==> config.mk <==
export PLATFORM = sky130hd
export DESIGN_NAME = free_list
export DESIGN_NICKNAME = d
export VERILOG_FILES = /design/src/rtl/free_list_pkg.sv /design/src/rtl/free_list.sv
export SDC_FILE = /design/constraint.sdc
export NUM_CORES = 1
export LEC_CHECK = 0
export CAP_MARGIN = 25
export CORE_UTILIZATION = 40
export DETAILED_ROUTE_END_ITERATION = 8
export PLACE_DENSITY = 0.54
export SYNTH_ARGS = -nofsm -noshare
export SYNTH_HDL_FRONTEND = slang
export SYNTH_SLANG_ARGS = --single-unit
==> constraint.sdc <==
create_clock -name clock -period 6.4 [get_ports clock]
set_clock_uncertainty 0.05 [all_clocks]
set_input_delay 0.64 -clock clock [delete_from_list [all_inputs] [get_ports clock]]
set_output_delay 0.64 -clock clock [all_outputs]
set_load 0.01 [all_outputs]
==> src/rtl/free_list_pkg.sv <==
// Shared types, sizes and helpers for the free physical-register list.
// Lane-compaction and pointer-wrap helpers live here so the bench can reuse sizes.
package free_list_pkg;

    localparam int NUM_PR    = 64;
    localparam int NUM_ARCH  = 32;
    localparam int NUM_SUPER = 2;
    localparam int PRW       = $clog2(NUM_PR);
    localparam int DEPTH     = NUM_PR - NUM_ARCH;
    localparam int CW        = $clog2(DEPTH + 1);
    localparam int PTRW      = $clog2(DEPTH);
    localparam int NW        = $clog2(NUM_SUPER + 1);

    typedef struct packed {
        logic [NUM_SUPER-1:0][PRW-1:0] T_idx;
    } FL_MAP_TABLE_OUT_t;

    typedef struct packed {
        logic [NUM_SUPER-1:0]          retire_en;
        logic [NUM_SUPER-1:0][PRW-1:0] Told_idx;
    } ROB_FL_OUT_t;

    // Entry i of the list holds the i-th non-architectural PR after reset.
    function automatic logic [PRW-1:0] fl_reset(input int i);
        return PRW'(NUM_ARCH + i);
    endfunction

    function automatic logic [NW-1:0] popcnt(input logic [NUM_SUPER-1:0] m);
        logic [NW-1:0] c;
        c = '0;
        for (int i = 0; i < NUM_SUPER; i++)
            c = c + NW'(m[i]);
        return c;
    endfunction

    // Number of set lanes strictly below `lane`.
    function automatic logic [NW-1:0] lane_off(input logic [NUM_SUPER-1:0] m,
                                               input int lane);
        logic [NW-1:0] c;
        c = '0;
        for (int i = 0; i < NUM_SUPER; i++)
            if (i < lane)
                c = c + NW'(m[i]);
        return c;
    endfunction

    function automatic logic [PTRW-1:0] ptr_add(input logic [PTRW-1:0] p,
                                                input logic [NW-1:0] k);
        logic [PTRW:0] s;
        s = {1'b0, p} + (PTRW+1)'(k);
        if (s >= (PTRW+1)'(DEPTH))
            s = s - (PTRW+1)'(DEPTH);
        return s[PTRW-1:0];
    endfunction

    // T_old of the n-th retiring lane in compacted order.
    function automatic logic [PRW-1:0] nth_told(input ROB_FL_OUT_t r,
                                                input logic [NW-1:0] n);
        logic [PRW-1:0] t;
        t = '0;
        for (int i = 0; i < NUM_SUPER; i++)
            if (r.retire_en[i] && lane_off(r.retire_en, i) == n)
                t = r.Told_idx[i];
        return t;
    endfunction

endpackage

==> src/rtl/free_list.sv <==
// Circular FIFO of free physical-register tags for R10000-style renaming.
// Define FL_RETIRE_BYPASS_EN to let same-cycle retires feed allocation.
module free_list
    import free_list_pkg::*;
(
    input  logic                     clock,
    input  logic                     reset,
    input  logic                     en,
    input  logic                     dispatch_en,
    input  logic [NUM_SUPER-1:0]     dest_valid,
    input  logic [NUM_SUPER-1:0]     retire_en,
    input  logic [NUM_SUPER*PRW-1:0] retire_Told_idx,
    input  logic                     rollback_en,
    output logic [NUM_SUPER*PRW-1:0] T_idx,
    output logic [CW-1:0]            free_cnt,
    output logic                     FL_stall
);

    logic [PRW-1:0]    fl [DEPTH];
    logic [PTRW-1:0]   head;
    logic [PTRW-1:0]   tail;
    logic [PTRW-1:0]   tail_nxt;
    logic [CW-1:0]     count;
    logic [CW-1:0]     avail;
    logic [NW-1:0]     need;
    logic [NW-1:0]     pushes;
    logic [NW-1:0]     pops;
    logic              pop;
    ROB_FL_OUT_t       rob_in;
    FL_MAP_TABLE_OUT_t fl_out;

    assign rob_in   = {retire_en, retire_Told_idx};
    assign need     = popcnt(dest_valid);
    assign pushes   = popcnt(rob_in.retire_en);
    assign tail_nxt = ptr_add(tail, pushes);

`ifdef FL_RETIRE_BYPASS_EN
    assign avail = count + CW'(pushes);
`else
    assign avail = count;
`endif

    assign FL_stall = CW'(need) > avail;
    assign pop      = dispatch_en && en && !FL_stall && !rollback_en;
    assign pops     = pop ? need : NW'(0);
    assign free_cnt = count;
    assign T_idx    = fl_out;

    always_comb begin
        fl_out = '0;
        for (int l = 0; l < NUM_SUPER; l++) begin
            fl_out.T_idx[l] = fl[ptr_add(head, lane_off(dest_valid, l))];
`ifdef FL_RETIRE_BYPASS_EN
            // Past the stored entries, lanes pick up tags retiring this cycle.
            if (CW'(lane_off(dest_valid, l)) >= count)
                fl_out.T_idx[l] = nth_told(rob_in,
                    NW'(CW'(lane_off(dest_valid, l)) - count));
`endif
        end
    end

    always_ff @(posedge clock) begin
        if (reset) begin
            for (int i = 0; i < DEPTH; i++)
                fl[i] <= fl_reset(i);
            head  <= '0;
            tail  <= '0;
            count <= CW'(DEPTH);
        end else if (en) begin
            for (int l = 0; l < NUM_SUPER; l++)
                if (rob_in.retire_en[l])
                    fl[ptr_add(tail, lane_off(rob_in.retire_en, l))]
                        <= rob_in.Told_idx[l];
            tail <= tail_nxt;
            if (rollback_en) begin
                head  <= tail_nxt;
                count <= CW'(DEPTH);
            end else begin
                head  <= ptr_add(head, pops);
                count <= count - CW'(pops) + CW'(pushes);
            end
        end
    end

`ifndef SYNTHESIS
    always_ff @(posedge clock) begin
        if (!reset && en)
            assert ((CW+1)'(count) + (CW+1)'(pushes) <= (CW+1)'(DEPTH))
            else $error("free list overflow on retire");
    end
`endif

endmodule

* After elaboration in Yosys (flattened, before gate mapping) *
Memory sizes are Yosys's and may differ from the RTL's.
Index checks and enable logic that the tools add are counted.
W data, S select, Z words.

storage, ports and cells
  bits in writable memories = 192
  memories = 1
  flip-flop bits (word level) = 16

memory list
  memory  words  bits a word  read ports  clocked after Yosys merged registers in  wr ports  RTL line         RTL
  fl      32     6            2           0                                        32        free_list.sv:19  logic [PRW-1:0] fl [DEPTH];

cells by class
  $add $sub $neg = 14
  mux-type cells = 34
  reductions and logical operators = 7
  magnitude comparators = 7

operators with widths
  cell                   number
  $mux W5                15
  $sub A5 B1 Y5 const B  6
  $ge A6 B6 Y1 const B   4
  $add A5 B2 Y6          3
  $mux W6                3
  $ge A5 B6 Y1 const B   2
  $mux W1                12
  $reduce_or A6 Y1       2
  $mux W2                4
  $add A5 B1 Y6          1
  $add A6 B2 Y6          1
  $gt A2 B6 Y1           1
  $sub A6 B2 Y6          1
  $add A1 B1 Y2          2
  $logic_and A1 B1 Y1    3
  $logic_not A1 Y1       2

* Depth between registers and ports, before layout *
  depth in word-level cells = 10
  mapped depth = 16

* Worst setup path after synthesis *
No wires, ideal clock.

  kind = input -> register
  start point = in dest_valid[0]
  end point = reg count[4], in the netlist free_cnt[4]
  buffers on the path = 0
  data arrival time = 3.545 ns
  stages = 14
  setup slack = 2.673 ns
  setup time = 0.132 ns
  cells stage by stage = ha_1 -> inv_1 -> ha_1 -> a211oi_1 -> nor3_1 -> and2_1 -> fa_1 -> inv_1 -> fa_1 -> a21oi_1 -> nor2_1 -> or3_1 -> nand4b_1 -> a21oi_1

between the ends
  word-level cells in the longest chain between the ends = 9

RTL lines
  item                              RTL line             RTL
  start: declaration                free_list.sv:10      input logic [NUM_SUPER-1:0] dest_valid,
  $add A1 B1 Y2                     free_list_pkg.sv:32  c = c + NW'(m[i]);
  $gt A2 B6 Y1                      free_list.sv:43      assign FL_stall = CW'(need) > avail;
  named net FL_stall                free_list.sv:16      output logic FL_stall
  $logic_not A1 Y1                  free_list.sv:44      assign pop = dispatch_en && en && !FL_stall && !rollback_en;
  $logic_and A1 B1 Y1 (2 in a row)  free_list.sv:44
  $mux W2                           free_list.sv:45      assign pops = pop ? need : NW'(0);
  $sub A6 B2 Y6                     free_list.sv:80      count <= count - CW'(pops) + CW'(pushes);
  $add A6 B2 Y6                     free_list.sv:80
  $mux W6                           free_list.sv:75      if (rollback_en) begin
  end signal: assignment            free_list.sv:68      count <= CW'(DEPTH);
  end signal: assignment            free_list.sv:77      count <= CW'(DEPTH);
  end signal: assignment            free_list.sv:80
  end: declaration                  free_list.sv:23      logic [CW-1:0] count;

The timed path passes the listed nets, and every way through them passes these cells.
A chain may end at the register's enable or synchronous reset.

* Final worst setup path *
  start point = in dest_valid[0]
  end point = out T_idx[11]

between the ends
  word-level cells in the longest chain between the ends = 4
  elaborated cells on any way between the ends = 5

RTL lines
  item                                                  RTL line                                  RTL
  $add A5 B1 Y6 *                                       free_list_pkg.sv:50                       s = {1'b0, p} + (PTRW+1)'(k);
  $sub A5 B1 Y5 / $ge A6 B6 Y1 (equally long branches)  free_list_pkg.sv:52, free_list_pkg.sv:51
  $mux W5 *                                             free_list_pkg.sv:51                       if (s >= (PTRW+1)'(DEPTH))
  $mem_v2 Z32 W6 *                                      -
  end: declaration                                      free_list.sv:14                           output logic [NUM_SUPER*PRW-1:0] T_idx,

Mark *: on every way between the ends. The rest lies on a longest branch, timed or not.

==> reports/qor.yml <==
die:
  fp.dieW_um: 189
  std_cell_rows: 68
  io_pins: 40
  coreArea_um2: 34500
  start_util_pct: 40.6
  die_h_um: 189
  die-area_um2: 35800
critical_path:
  reg2reg_to: "free_cnt[4]$_SDFFE_PP0P_"
  startpoint_type: "input pin"
  required_ns: 5.71
  r2r_start: "free_cnt[1]$_SDFFE_PP0P_"
  cp-startpoint: "dest_valid[0]"
  cp_slowest_cell: "ha_2"
  worstPathCellList: "clkdlybuf4s50_1 -> ha_4 -> ha_2 -> buf_4 -> mux4_2 -> and2_1 -> a211oi_1 -> a311oi_1 -> clkdlybuf4s50_1"
  critical_path.top_delay_family: "buffers and inverters"
  rrSetupSlack_ns: 3.06
  arrival_ns: 4.26
  crit_cells: 9
  cp-endpoint: "T_idx[11]"
  reg2reg_depth: 14
  end_kind: "output port"
  cp_max_fo: 25
  worst-path-buf-inv: 3
  critPathKind: "input pin to output port"
  cpMostUsedCell: "clkdlybuf4s50_1"
  cpPeakStageDelay_ns: 0.75
route:
  first_pass_iters: 6
  wl_um: 49700
  ant_nets: 0
  drcViolationCount: 0
  dr.first_iter.drc_count: 1439
  wl_per_cell_um: 28.9
  viasPerCell: 6.51
  num_vias: 11200
clock_tree:
  numCtsBuffers: 26
  clock-sinks: 213
  postCtsResizedCells: 0
  clock_latency_ns: 0.54
  cts_max_level: 1
  cts.path.max_buffers: 3
  cts_hold_buf: 0
  post-cts-setup-buffers: 0
  cts-root-buf: "clkbuf_16"
  cts_tree: "yes"
  clk_pin_slew_ns: 0.06
place:
  place.detailed.hpwl_um: 34400
  gp_congestion: 0.932
  io_buffers: 39
final_layout:
  layout.nets: 1291
  fillers: 3166
  layout_commonest_cell: "edfxtp_1"
  final_cell_mix: "edfxtp_1 (192), nand2_1 (146), nor2_1 (114), mux4_2 (108), mux2i_1 (68)"
  diodes: 0
  area_growth_pct: 11.8
  drive_gt1_share_pct: 16.0
logic_synthesis:
  avgSynthCellArea_um2: 11.1
  ys_seq_area_share_pct: 44.2
  synthFlopType: "edfxtp_1"
  ys_ff_latch: 213
  synth_fp_nets: 1309
  ys_async_sr_fraction_pct: 0
  yosysWarnings: 0
  synth_cells: 1264
  syn_area_um2: 14000
  yosysUniqueCellTypes: 62
  synth-edff-count: 192
pwr:
  power_uw: 3680
  netSwitchingFraction_pct: 26.6
  power.internal_uw: 2710
  netSwitchingPower_uw: 978
  ir_drop_uv: 185
  p_per_area_nw_per_um2: 235
  power.leakage_uw: 0.00487
  p_clk_share_pct: 41.1
  combPwrFrac_pct: 15.9
  power_frac_seq_pct: 43.0
outcome:
  outcome: "finished, final reports clean"
global_routing:
  grt_pass1_vias: 10600
  grt_max_degree: 49
  track_usage_pct: 28.3
  grt-ovfl-total: 0
  grt_util_met3_pct: 3.87
  grt_antenna_before_repair: 1
  grtUsageMet1_pct: 39.2
  busiest_layer: "met2"
  gr-usage-met2_pct: 44.3
  grt_pass1_wl_um: 73300
sta:
  worst_pin_slew_ns: 1.07
  max_freq_mhz: 202
  finalSetupViolations: 0
  timing.slew.headroom_pct: 28.3
  tns_ns: 0
  period_minus_slack_ns: 4.95
  fin_crit_sh_pct: 77.3
  maxSlewViolCount: 0
  rsz0062_at_grt: "no"
  hold_violations: 0
run:
  cap_violations: 0
hold_path:
  hp-class: "register to register"
[layer usage]
metal / routed length [um] / vias up / part of all wire, %
li1: - / 4807 / -
met1: 19600 / 5581 / 39
met2: 22800 / 685 / 46
met3: 4990 / 118 / 10
met4: 2360 / 2 / 4.7
met5: 8 / - / 0.016
[state kept, by name (all words and copies together) (netlist names), named ones only]
signal,flops
head,5
free_cnt,6
tail,5
fl,192
[power groups by stage]
stage                     combinational [uW]  clock, uW  sequential [uW]
final                                    586       1510             1580
after global routing                     620       1570             1590
after detailed placement                 559          0             1630
after floorplan                          385          0             1590
after global placement                   552          0             1630
after CTS                                562       1520             1600
[Yosys cell counts, drive strengths merged, types with 7 or more instances]
cell	instances	area, um^2
edfxtp	192	5770
nand2	146	548
nor2	115	434
mux4	108	2430
clkbuf	79	297
mux2i	68	681
nor3	64	320
o21ai	58	290
a21oi	49	245
buf	45	239
nand3	44	220
a31oi	34	219
inv	29	109
dfxtp	21	420
ha	20	250
or3	20	125
a211oi	15	118
and2	15	93.8
o211ai	14	105
nand3b	13	97.6
nor4	12	75.1
nand2b	9	56.3
nor2b	8	50.1
o41a	8	90.1
xnor2	8	70.1
a32o	7	70.1
o31ai	7	52.6
[logic make-up after synthesis]
logic type,after synthesis,synth area share (%)
AOI/OAI and AO/OA,214,9.87
DFF,213,44.2
muxes,182,22.7
xor gates and xnor gates,13,0.867
buffers and inverters,155,4.65
adders and majority gates,24,2.36
and+or+nand+nor,463,15.4
[worst reg2reg max path: cells and delay by family, from the launching register on]
family	cells	cell delay (ns)
buffers and inverters	2	0.15
AOI/OAI and AO/OA	4	0.65
adders and majority gates	3	1.22
DFF	1	0.33
and+or+nand+nor	5	0.81
[metrics by stage]
stage | area, um^2 | hold WS (ns) | cells | worst slack [ns] | util (%)
2_1_floorplan | 14000 | 0.442 | 1264 | 2.67 | -
3_3_place_gp | 14700 | 0.424 | 1670 | 1.60 | 42.7
3_5_place_dp | 14800 | 0.429 | 1672 | 1.55 | 42.9
4_1_cts | 15600 | 0.439 | 1719 | 1.55 | 45.4
5_1_grt | 15700 | 0.454 | 1720 | 1.43 | 45.4
6_report | 15700 | 0.433 | 1720 | 1.45 | 45.4
[layout make-up]
type / instances / area (um^2) / area share [%]
Clock buffer: 40 / 776 / 4.95
Inverter: 31 / 116 / 0.743
Sequential cell: 213 / 6190 / 39.5
Tap cell: 455 / 569 / 3.64
Timing Repair Buffer: 78 / 738 / 4.71
Multi-Input combinational cell: 896 / 7180 / 45.9
Clock inverter: 7 / 85.1 / 0.543
[worst min-delay path by stage]
stage | from | end | slack (ns) | cells after the start
5_1_grt | reset | tail[0]$_SDFFE_PP0P_ | 0.45 | 2
6_report | free_cnt[4]$_SDFFE_PP0P_ | free_cnt[4]$_SDFFE_PP0P_ | 0.43 | 2
4_1_cts | free_cnt[4]$_SDFFE_PP0P_ | free_cnt[4]$_SDFFE_PP0P_ | 0.44 | 2
3_5_place_dp | free_cnt[4]$_SDFFE_PP0P_ | free_cnt[4]$_SDFFE_PP0P_ | 0.43 | 2
3_3_place_gp | free_cnt[4]$_SDFFE_PP0P_ | free_cnt[4]$_SDFFE_PP0P_ | 0.42 | 2
2_1_floorplan | head[0]$_SDFFE_PP0P_ | register | 0.44 | 2
Power figures use the tool's default switching activity.
